## config.mk

```make
export PLATFORM = sky130hd
export DESIGN_NAME = sync_fifo_flags
export DESIGN_NICKNAME = d
export VERILOG_FILES = /design/src/rtl/sync_fifo_flags.sv
export SDC_FILE = /design/constraint.sdc
export NUM_CORES = 1
export LEC_CHECK = 0
export CAP_MARGIN = 40
export CORE_MARGIN = 3
export CORE_UTILIZATION = 49
export DETAILED_ROUTE_END_ITERATION = 7
export PLACE_DENSITY = 0.76
export SYNTH_ARGS = -nofsm -noshare
export SYNTH_HDL_FRONTEND = slang
export SYNTH_SLANG_ARGS = --single-unit
```

## constraint.sdc

```tcl
create_clock -name clk -period 2.3 [get_ports clk]
set_input_delay 0.69 -clock clk [delete_from_list [all_inputs] [get_ports clk]]
set_output_delay 0.69 -clock clk [all_outputs]
set_load 0.05 [all_outputs]
```

## src/rtl/sync_fifo_flags.sv

```systemverilog
// Synchronous FWFT FIFO with level, almost-full/empty thresholds and optional sticky errors.
// Define SYNC_FIFO_ERR_FLAGS_EN to build the overflow/underflow flag registers.
module sync_fifo_flags #(
  parameter int WIDTH     = 32,
  parameter int DEPTH     = 4,
  parameter int AFULL_TH  = DEPTH - 1,
  parameter int AEMPTY_TH = 1
) (
  input  logic                       clk,
  input  logic                       rstn,
  input  logic                       push,
  input  logic [WIDTH-1:0]           din,
  input  logic                       pop,
  input  logic                       flush,
  input  logic                       err_clr,
  output logic [WIDTH-1:0]           dout,
  output logic                       full,
  output logic                       empty,
  output logic                       almost_full,
  output logic                       almost_empty,
  output logic [$clog2(DEPTH+1)-1:0] level,
  output logic                       overflow,
  output logic                       underflow
);

  localparam int PW = $clog2(DEPTH);
  localparam int LW = $clog2(DEPTH + 1);
  localparam logic [PW-1:0] PTR_LAST  = PW'(DEPTH - 1);
  localparam logic [LW-1:0] LVL_FULL  = LW'(DEPTH);
  localparam logic [LW-1:0] LVL_AFULL = LW'(AFULL_TH);
  localparam logic [LW-1:0] LVL_AEMPT = LW'(AEMPTY_TH);

  logic [WIDTH-1:0] mem [DEPTH];
  logic [PW-1:0]    wr_ptr;
  logic [PW-1:0]    rd_ptr;
  logic [LW-1:0]    count;
  logic             push_ok;
  logic             pop_ok;

  function automatic logic [PW-1:0] ptr_inc(input logic [PW-1:0] p);
    return (p == PTR_LAST) ? '0 : p + PW'(1);
  endfunction

  // Handshake: pop is accepted whenever the FIFO holds data; push is accepted when
  // there is room or a same-cycle accepted pop frees one. Rejected requests are
  // dropped, never held over to a later cycle.
  always_comb begin
    pop_ok  = pop & ~empty;
    push_ok = push & (~full | pop_ok);
  end

  always_ff @(posedge clk or negedge rstn) begin
    if (!rstn) begin
      wr_ptr <= '0;
      rd_ptr <= '0;
      count  <= '0;
    end else if (flush) begin
      wr_ptr <= '0;
      rd_ptr <= '0;
      count  <= '0;
    end else begin
      if (push_ok) wr_ptr <= ptr_inc(wr_ptr);
      if (pop_ok)  rd_ptr <= ptr_inc(rd_ptr);
      case ({push_ok, pop_ok})
        2'b10:   count <= count + LW'(1);
        2'b01:   count <= count - LW'(1);
        default: count <= count;
      endcase
    end
  end

  // Storage carries no reset; stale contents are hidden by the empty mask on dout.
  always_ff @(posedge clk) begin
    if (push_ok && !flush) mem[wr_ptr] <= din;
  end

  always_comb begin
    level        = count;
    full         = (count == LVL_FULL);
    empty        = (count == '0);
    almost_full  = (count >= LVL_AFULL);
    almost_empty = (count <= LVL_AEMPT);
    dout         = empty ? '0 : mem[rd_ptr];
  end

`ifdef SYNC_FIFO_ERR_FLAGS_EN
  logic ovf_q;
  logic udf_q;
  logic ovf_set;
  logic udf_set;

  always_comb begin
    ovf_set = push & ~push_ok & ~flush;
    udf_set = pop & empty & ~flush;
  end

  // A new error in the same cycle as err_clr keeps the flag set.
  always_ff @(posedge clk or negedge rstn) begin
    if (!rstn) begin
      ovf_q <= 1'b0;
      udf_q <= 1'b0;
    end else begin
      if (ovf_set)      ovf_q <= 1'b1;
      else if (err_clr) ovf_q <= 1'b0;
      if (udf_set)      udf_q <= 1'b1;
      else if (err_clr) udf_q <= 1'b0;
    end
  end

  assign overflow  = ovf_q;
  assign underflow = udf_q;
`else
  logic unused_err_clr;
  assign unused_err_clr = err_clr;
  assign overflow       = 1'b0;
  assign underflow      = 1'b0;
`endif

endmodule

```

==> metrics.cfg, run 1 <==
[worst_setup_path]
critPathMaxFanout=10
crit_required_ns=1.61
endpoint_kind=primary output
worst_ep_arrival_time_ns=1.92
critPathKind=reg -> out
critPathLaunchType=flop

[clock_tree]
cts.clk_slew.worst_paths_ns=0.06
cts_num_sinks=135
cts_max_path_buffers=2
htree_levels=4
clkLatencyLatePin_ns=0.41
cts_tree=done
holdBufCountCts=0
cts-buffers-inserted=17
cts_root_buffer=clkbuf_16

[power]
peakVddDrop_v=0.00108
powerDensity_mw_per_mm2=1410
p_leak_uw=0.00290

[synth]
synth_cells=283
synth-xor-area-share=0.00158
ys_ff_latch=135
synthArstFlopShare=0.0519
synth_top_family_by_area=multiplexers
synth-compound-area-share=0.0251
netlist_area_mm2=0.00553
ys_seq_area_frac=0.727
ys_dominant_reg_cell=edfxtp_1
synthDistinctLibCells=35
synthAdderAreaFrac=0.0204
synthSimpleGateAreaFrac=0.0597
synth_mux_area_frac=0.140
synth_area_per_cell_um2=19.5
yosysWarnings=0
synth-edff-count=128

[sta]
fin_ws_ns=-0.309
fin_crit_ns=2.61
fmax_mhz=383
hold_viol_final=0
setup_viol=33
rsz0062_at_grt=true
slew_viol_final=0
period_share=1.13
hold_slack_ns=0.547
finClkSkew_ns=0.00957

[global_route]
grt_pass1_vias=3213
antenna_found_initial=0
grt_usage=0.185
gr-total-overflow=0
met3_usage=0.0469
top_usage_layer=met2
grt_pass1_wl_um=17300
grt_max_degree=24
grt_util_met1=0.226
grt.met2_usage=0.318

[layout]
fin_nets=455
final_util=0.733
n_antenna_cell=0
syn_to_final_growth_pct=44.9
drive_gt1_frac=0.468

[routing]
vias=2970
post_drt_wl_per_cell_um=20.0
finalWirelength_um=11200
ant_nets=0
drt-initial-drc-count=136
firstDrtPassIters=4
avgViaCountPerCell=5.29
drc=0

[placement]
dp_slack_ns=-0.0660
gp_congestion=0.708
portBuffers=75
hpwl_um=6610

[floorplan]
dieWidth_um=112
die-area_mm2=0.0126
ios=79
rows=38
start_util=0.506
die_h_um=112
coreArea_mm2=0.0109

[outcome]
status=finished, violations left
violations=setup timing

[min_path]
hp-class=in -> async

[flow_run]
cap_violations=0

per-stage QoR:
step | total power [uW] | cells | instance area, um2 | setup TNS [ns]
finish | 11300 | 561 | 8010 | -8.29
global route | 11700 | 561 | 8010 | -10.49
CTS | 11100 | 553 | 7910 | -9.13
detailed placement | 7760 | 507 | 7050 | -7.14
global placement | 7690 | 507 | 7050 | -6.30
floorplan | 6190 | 284 | 5850 | 0
final cells by class:
type | count | area [um2]
sequential | 135 | 4030
fill | 661 | 2920
multi-input combinational | 123 | 1660
timing repair buffer | 122 | 1540
clock buffer | 18 | 429
tap | 140 | 175
clock inverter | 14 | 151
inverter | 9 | 38.8
placed cells by master (no fill, tap or decap), types with 4 or more instances in the layout:
cell type        instances
dfrtp_2                  5
edfxtp_1               128
buf_12                  29
mux4_2                  29
and2_2                   4
ha_1                     6
clkbuf_16               18
nor2b_4                 33
a21oi_1                  7
buf_4                   27
inv_1                    6
clkdlybuf4s50_1         36
buf_6                   23
o21ai_0                  6
nor2_1                   4
routing by layer:
| layer | vias up | share of wire |
|---|---|---|
| li1 | 1370 | - |
| met1 | 1513 | 0.40 |
| met5 | - | 0 |
| met3 | 11 | 0.043 |
| met2 | 76 | 0.55 |
| met4 | 0 | 0.011 |
where the power goes:
group | switching (uW) | total, uW | internal (uW)
Combinational | 2940 | 5750 | 2810
Clock | 1020 | 2620 | 1600
Sequential | 85.1 | 2910 | 2820
Total | 4040 | 11300 | 7230
sequential cells by signal, summed over array words and instances, names as in the netlist:
name and flops:
level 3, mem 128, rd_ptr 2, wr_ptr 2
synth_stat cells (2+ instances only):
cell type,n,share of area
a21oi_1,7,0.0063
a311oi_1,2,0.0032
and2_1,5,0.0057
buf_2,5,0.0045
buf_4,4,0.0054
clkbuf_1,6,0.0041
dfrtp_1,7,0.032
edfxtp_1,128,0.69
ha_1,9,0.020
inv_1,8,0.0054
mux4_1,9,0.043
mux4_2,23,0.094
nand2b_1,2,0.0023
nor2_1,6,0.0041
nor2b_1,35,0.040
o21ai_0,7,0.0063
or3_1,2,0.0023
logic make-up after synthesis:
kind of cell,Yosys count
flip-flops,135
AND/OR/NAND/NOR,55
multiplexers,34
buffers and inverters,26
AO/OA/AOI/OAI,22
adder cells (fa/ha/maj),9
other,1
XOR/XNOR,1
path summary, 6_finish.rpt:
check                      slack [ns]  cells after the start         end       from
min                              0.55                      1    level[0]       rstn
max in group asynchronous        1.48                      1   rd_ptr[1]       rstn
min reg2reg                      0.61                      2   wr_ptr[1]  wr_ptr[1]
max reg2reg                      0.25                      9  mem[3][27]   level[0]
max                             -0.31                      4     dout[5]  rd_ptr[0]
min in group clk                 0.61                      2   wr_ptr[1]  wr_ptr[1]
repair_timing:
action | in CTS | in global routing
setup endpoints to repair | 36 | 35
setup buffers | 12 | 9
gates resized for setup | 41 | 9
cloned | 2 | 1
pin swaps | 1 | 2
critical path, stage by stage, from the launching register on:
cell and delay [ns]:
dfrtp_2 0.46, buf_12 0.17, mux4_1 0.56, nor2b_4 0.14
buf_4 0.18
Power figures use the tool's default switching activity.
==> inputs of run 2 (changes only) <==
--- a/config.mk
+++ b/config.mk
@@ -10,6 +10,8 @@
 export CORE_UTILIZATION = 49
 export DETAILED_ROUTE_END_ITERATION = 7
 export PLACE_DENSITY = 0.76
+export REMOVE_ABC_BUFFERS = 1
+export SLEW_MARGIN = 5
 export SYNTH_ARGS = -nofsm -noshare
 export SYNTH_HDL_FRONTEND = slang
 export SYNTH_SLANG_ARGS = --single-unit
==> run 2 against run 1 <==
Highest routed layer unchanged. Register-to-register slack got worse by 0.04 ns. Non-clock buffer count decreased by 10. Setup slack got worse by 0.035 ns. Critical endpoint is now dout[8]. Via count increased by 0.91%. Global-route usage increased by 1.7 points. Die area unchanged. The run still ends with setup timing left. Largest power group unchanged. Clock-buffer cell count decreased by 1.
==> metrics.cfg, run 2 (synthesized netlist as in run 1, its figures left out) <==
[worst_setup_path]
crit_required_ns=1.61  ; about the same
worst_path_most_repeated_cell=buf_6
regToRegSetupSlack_ns=0.21  ; -0.04 ns
cp_slowest_cell=mux4_2
endpoint_kind=primary output
path_cells=buf_6 > buf_16 > mux4_2 > nor2b_2 > buf_6
critPathKind=reg -> out
slowest_delay_ns=0.53  ; -0.03 ns
critPathLaunchType=flop
worst_ep_arrival_time_ns=1.95  ; +0.03 ns
critPathMaxFanout=6  ; -4

[sta]
rsz0062_at_grt=true
finClkSkew_ns=0.0129  ; +0.00333 ns
slew_viol_final=0  ; unchanged
fin_crit_ns=2.64  ; +0.0352 ns
setup_viol=33  ; unchanged
hold_viol_final=0  ; unchanged
fmax_mhz=378  ; -1.3%
period_share=1.15  ; +0.0153
fin_ws_ns=-0.344  ; -0.0352 ns
setup_tns_ns=-9.02  ; -0.729 ns

[routing]
firstDrtPassIters=5  ; +1
ant_nets=0  ; unchanged
drc=0  ; unchanged
post_drt_wl_per_cell_um=21.5  ; +7.0%
avgViaCountPerCell=5.44  ; +2.7%
finalWirelength_um=11800  ; +5.1%
drt-initial-drc-count=207  ; +52%
vias=2997  ; +0.91%

[clock_tree]
cts_root_buffer=clkbuf_16
clkLatencyLatePin_ns=0.41  ; about the same
htree_levels=4  ; unchanged
cts_max_path_buffers=2  ; unchanged
cts_tree=done
holdBufCountCts=0  ; unchanged
cts-buffers-inserted=17  ; unchanged
cts.clk_slew.worst_paths_ns=0.06  ; about the same
cts_num_sinks=135  ; unchanged

[global_route]
grt_max_degree=35  ; +46%
grt_usage=0.202  ; +0.0175
antenna_found_initial=0  ; unchanged
grt_pass1_vias=3243  ; +0.93%
grt_pass1_wl_um=18700  ; +8.0%
gr-total-overflow=0  ; unchanged

[power]
peakVddDrop_v=0.00122  ; +12%
fin_total_pwr_uw=10700  ; -5.4%
p_leak_uw=0.00276  ; -4.7%
powerDensity_mw_per_mm2=1380  ; -1.9%

[flow_run]
cap_violations=0  ; unchanged

[floorplan]
dieWidth_um=112  ; unchanged
coreArea_mm2=0.0109  ; unchanged
start_util=0.506  ; unchanged
ios=79  ; unchanged
rows=38  ; unchanged
die_h_um=112  ; unchanged
die-area_mm2=0.0126  ; unchanged

[layout]
final_cell_area_mm2=0.00773  ; -3.6%
top_register=mem
n_antenna_cell=0  ; unchanged
largest_reg_flops=128  ; unchanged
final_common_cell=edfxtp_1
fin_nets=445  ; -2.2%
layout_common_cells=edfxtp_1 (128), clkdlybuf4s50_1 (36), buf_6 (31)
fin_cells=551  ; -1.8%
nFillCells=650  ; -1.7%
syn_to_final_growth_pct=39.7
drive_gt1_frac=0.423  ; -0.0446

[outcome]
violations=setup timing
status=finished, violations left

[placement]
gp_congestion=0.769  ; +8.7%
dp_cells=507  ; unchanged
placed_area_mm2=0.00659  ; -6.5%
hpwl_um=6510  ; -1.5%
portBuffers=75  ; unchanged

[min_path]
hp-class=in -> async

-- run 2: cell types whose count changed in the layout (fill, tap and decap cells not counted), sizes merged --
| cell | previous run | this run |
|---|---|---|
| inv | 12 | 14 |
| bufinv | 2 | 3 |
| clkbuf | 19 | 17 |
| clkinvlp | 3 | 1 |
| bufbuf | 1 | 0 |
| buf | 82 | 74 |
-- run 2: through the flow --
stage / hold WS [ns] / utilization / worst slack (ns)
3_3_place_gp: 0.595 / 0.602 / -0.134
6_report: 0.568 / 0.707 / -0.344
4_1_cts: 0.561 / 0.692 / -0.328
3_5_place_dp: 0.620 / 0.602 / -0.189
5_1_grt: 0.575 / 0.707 / -0.387
2_1_floorplan: 0.394 / - / -2.10
-- run 2: what timing repair did --
action	CTS	global route
buffers inserted	7	2
endpoints found under the setup margin	37	35
resized for setup	62	39
gates cloned	5	0
pin swaps	0	2
-- run 2: power by group --
group | switching [uW] | internal (uW)
sequential | 64.0 | 2820
combinational | 2830 | 2190
clock | 1040 | 1730
total | 3930 | 6740
-- run 2: routing by layer --
metal | track usage | part of all wire
met1 | 0.258 | 0.40
met2 | 0.324 | 0.52
met4 | 0.0865 | 0.023
met5 | 0 | 0
met3 | 0.0625 | 0.057
-- run 2: critical path: cells and delay by family (launching register included) --
kind | cells | cell delay, ns
flops | 1 | 0.39
simple gates | 1 | 0.18
mux | 1 | 0.53
buf+inv | 3 | 0.43
-- run 2: area by class of cell --
class                      instances  area [um2]  area share
sequential                       135        4020       0.521
multi-input combinational        123        1580       0.205
timing repair buffer             112        1290       0.168
clock buffer                      17         425      0.0551
clock inverter                    15         193      0.0249
tap                              140         175      0.0227
inverter                           9        33.8     0.00437
-- run 2: worst paths after layout --
| kind | start | to | depth (start not counted) |
|---|---|---|---|
| hold reg to reg | wr_ptr[1] | wr_ptr[1] | 2 |
| min in group clk | wr_ptr[1] | wr_ptr[1] | 2 |
| max in group asynchronous | rstn | rd_ptr[1] | 1 |
| hold / removal | rstn | level[2] | 1 |
| setup reg to reg | level[1] | mem[3][1] | 8 |
| setup / recovery | rd_ptr[0] | dout[8] | 5 |
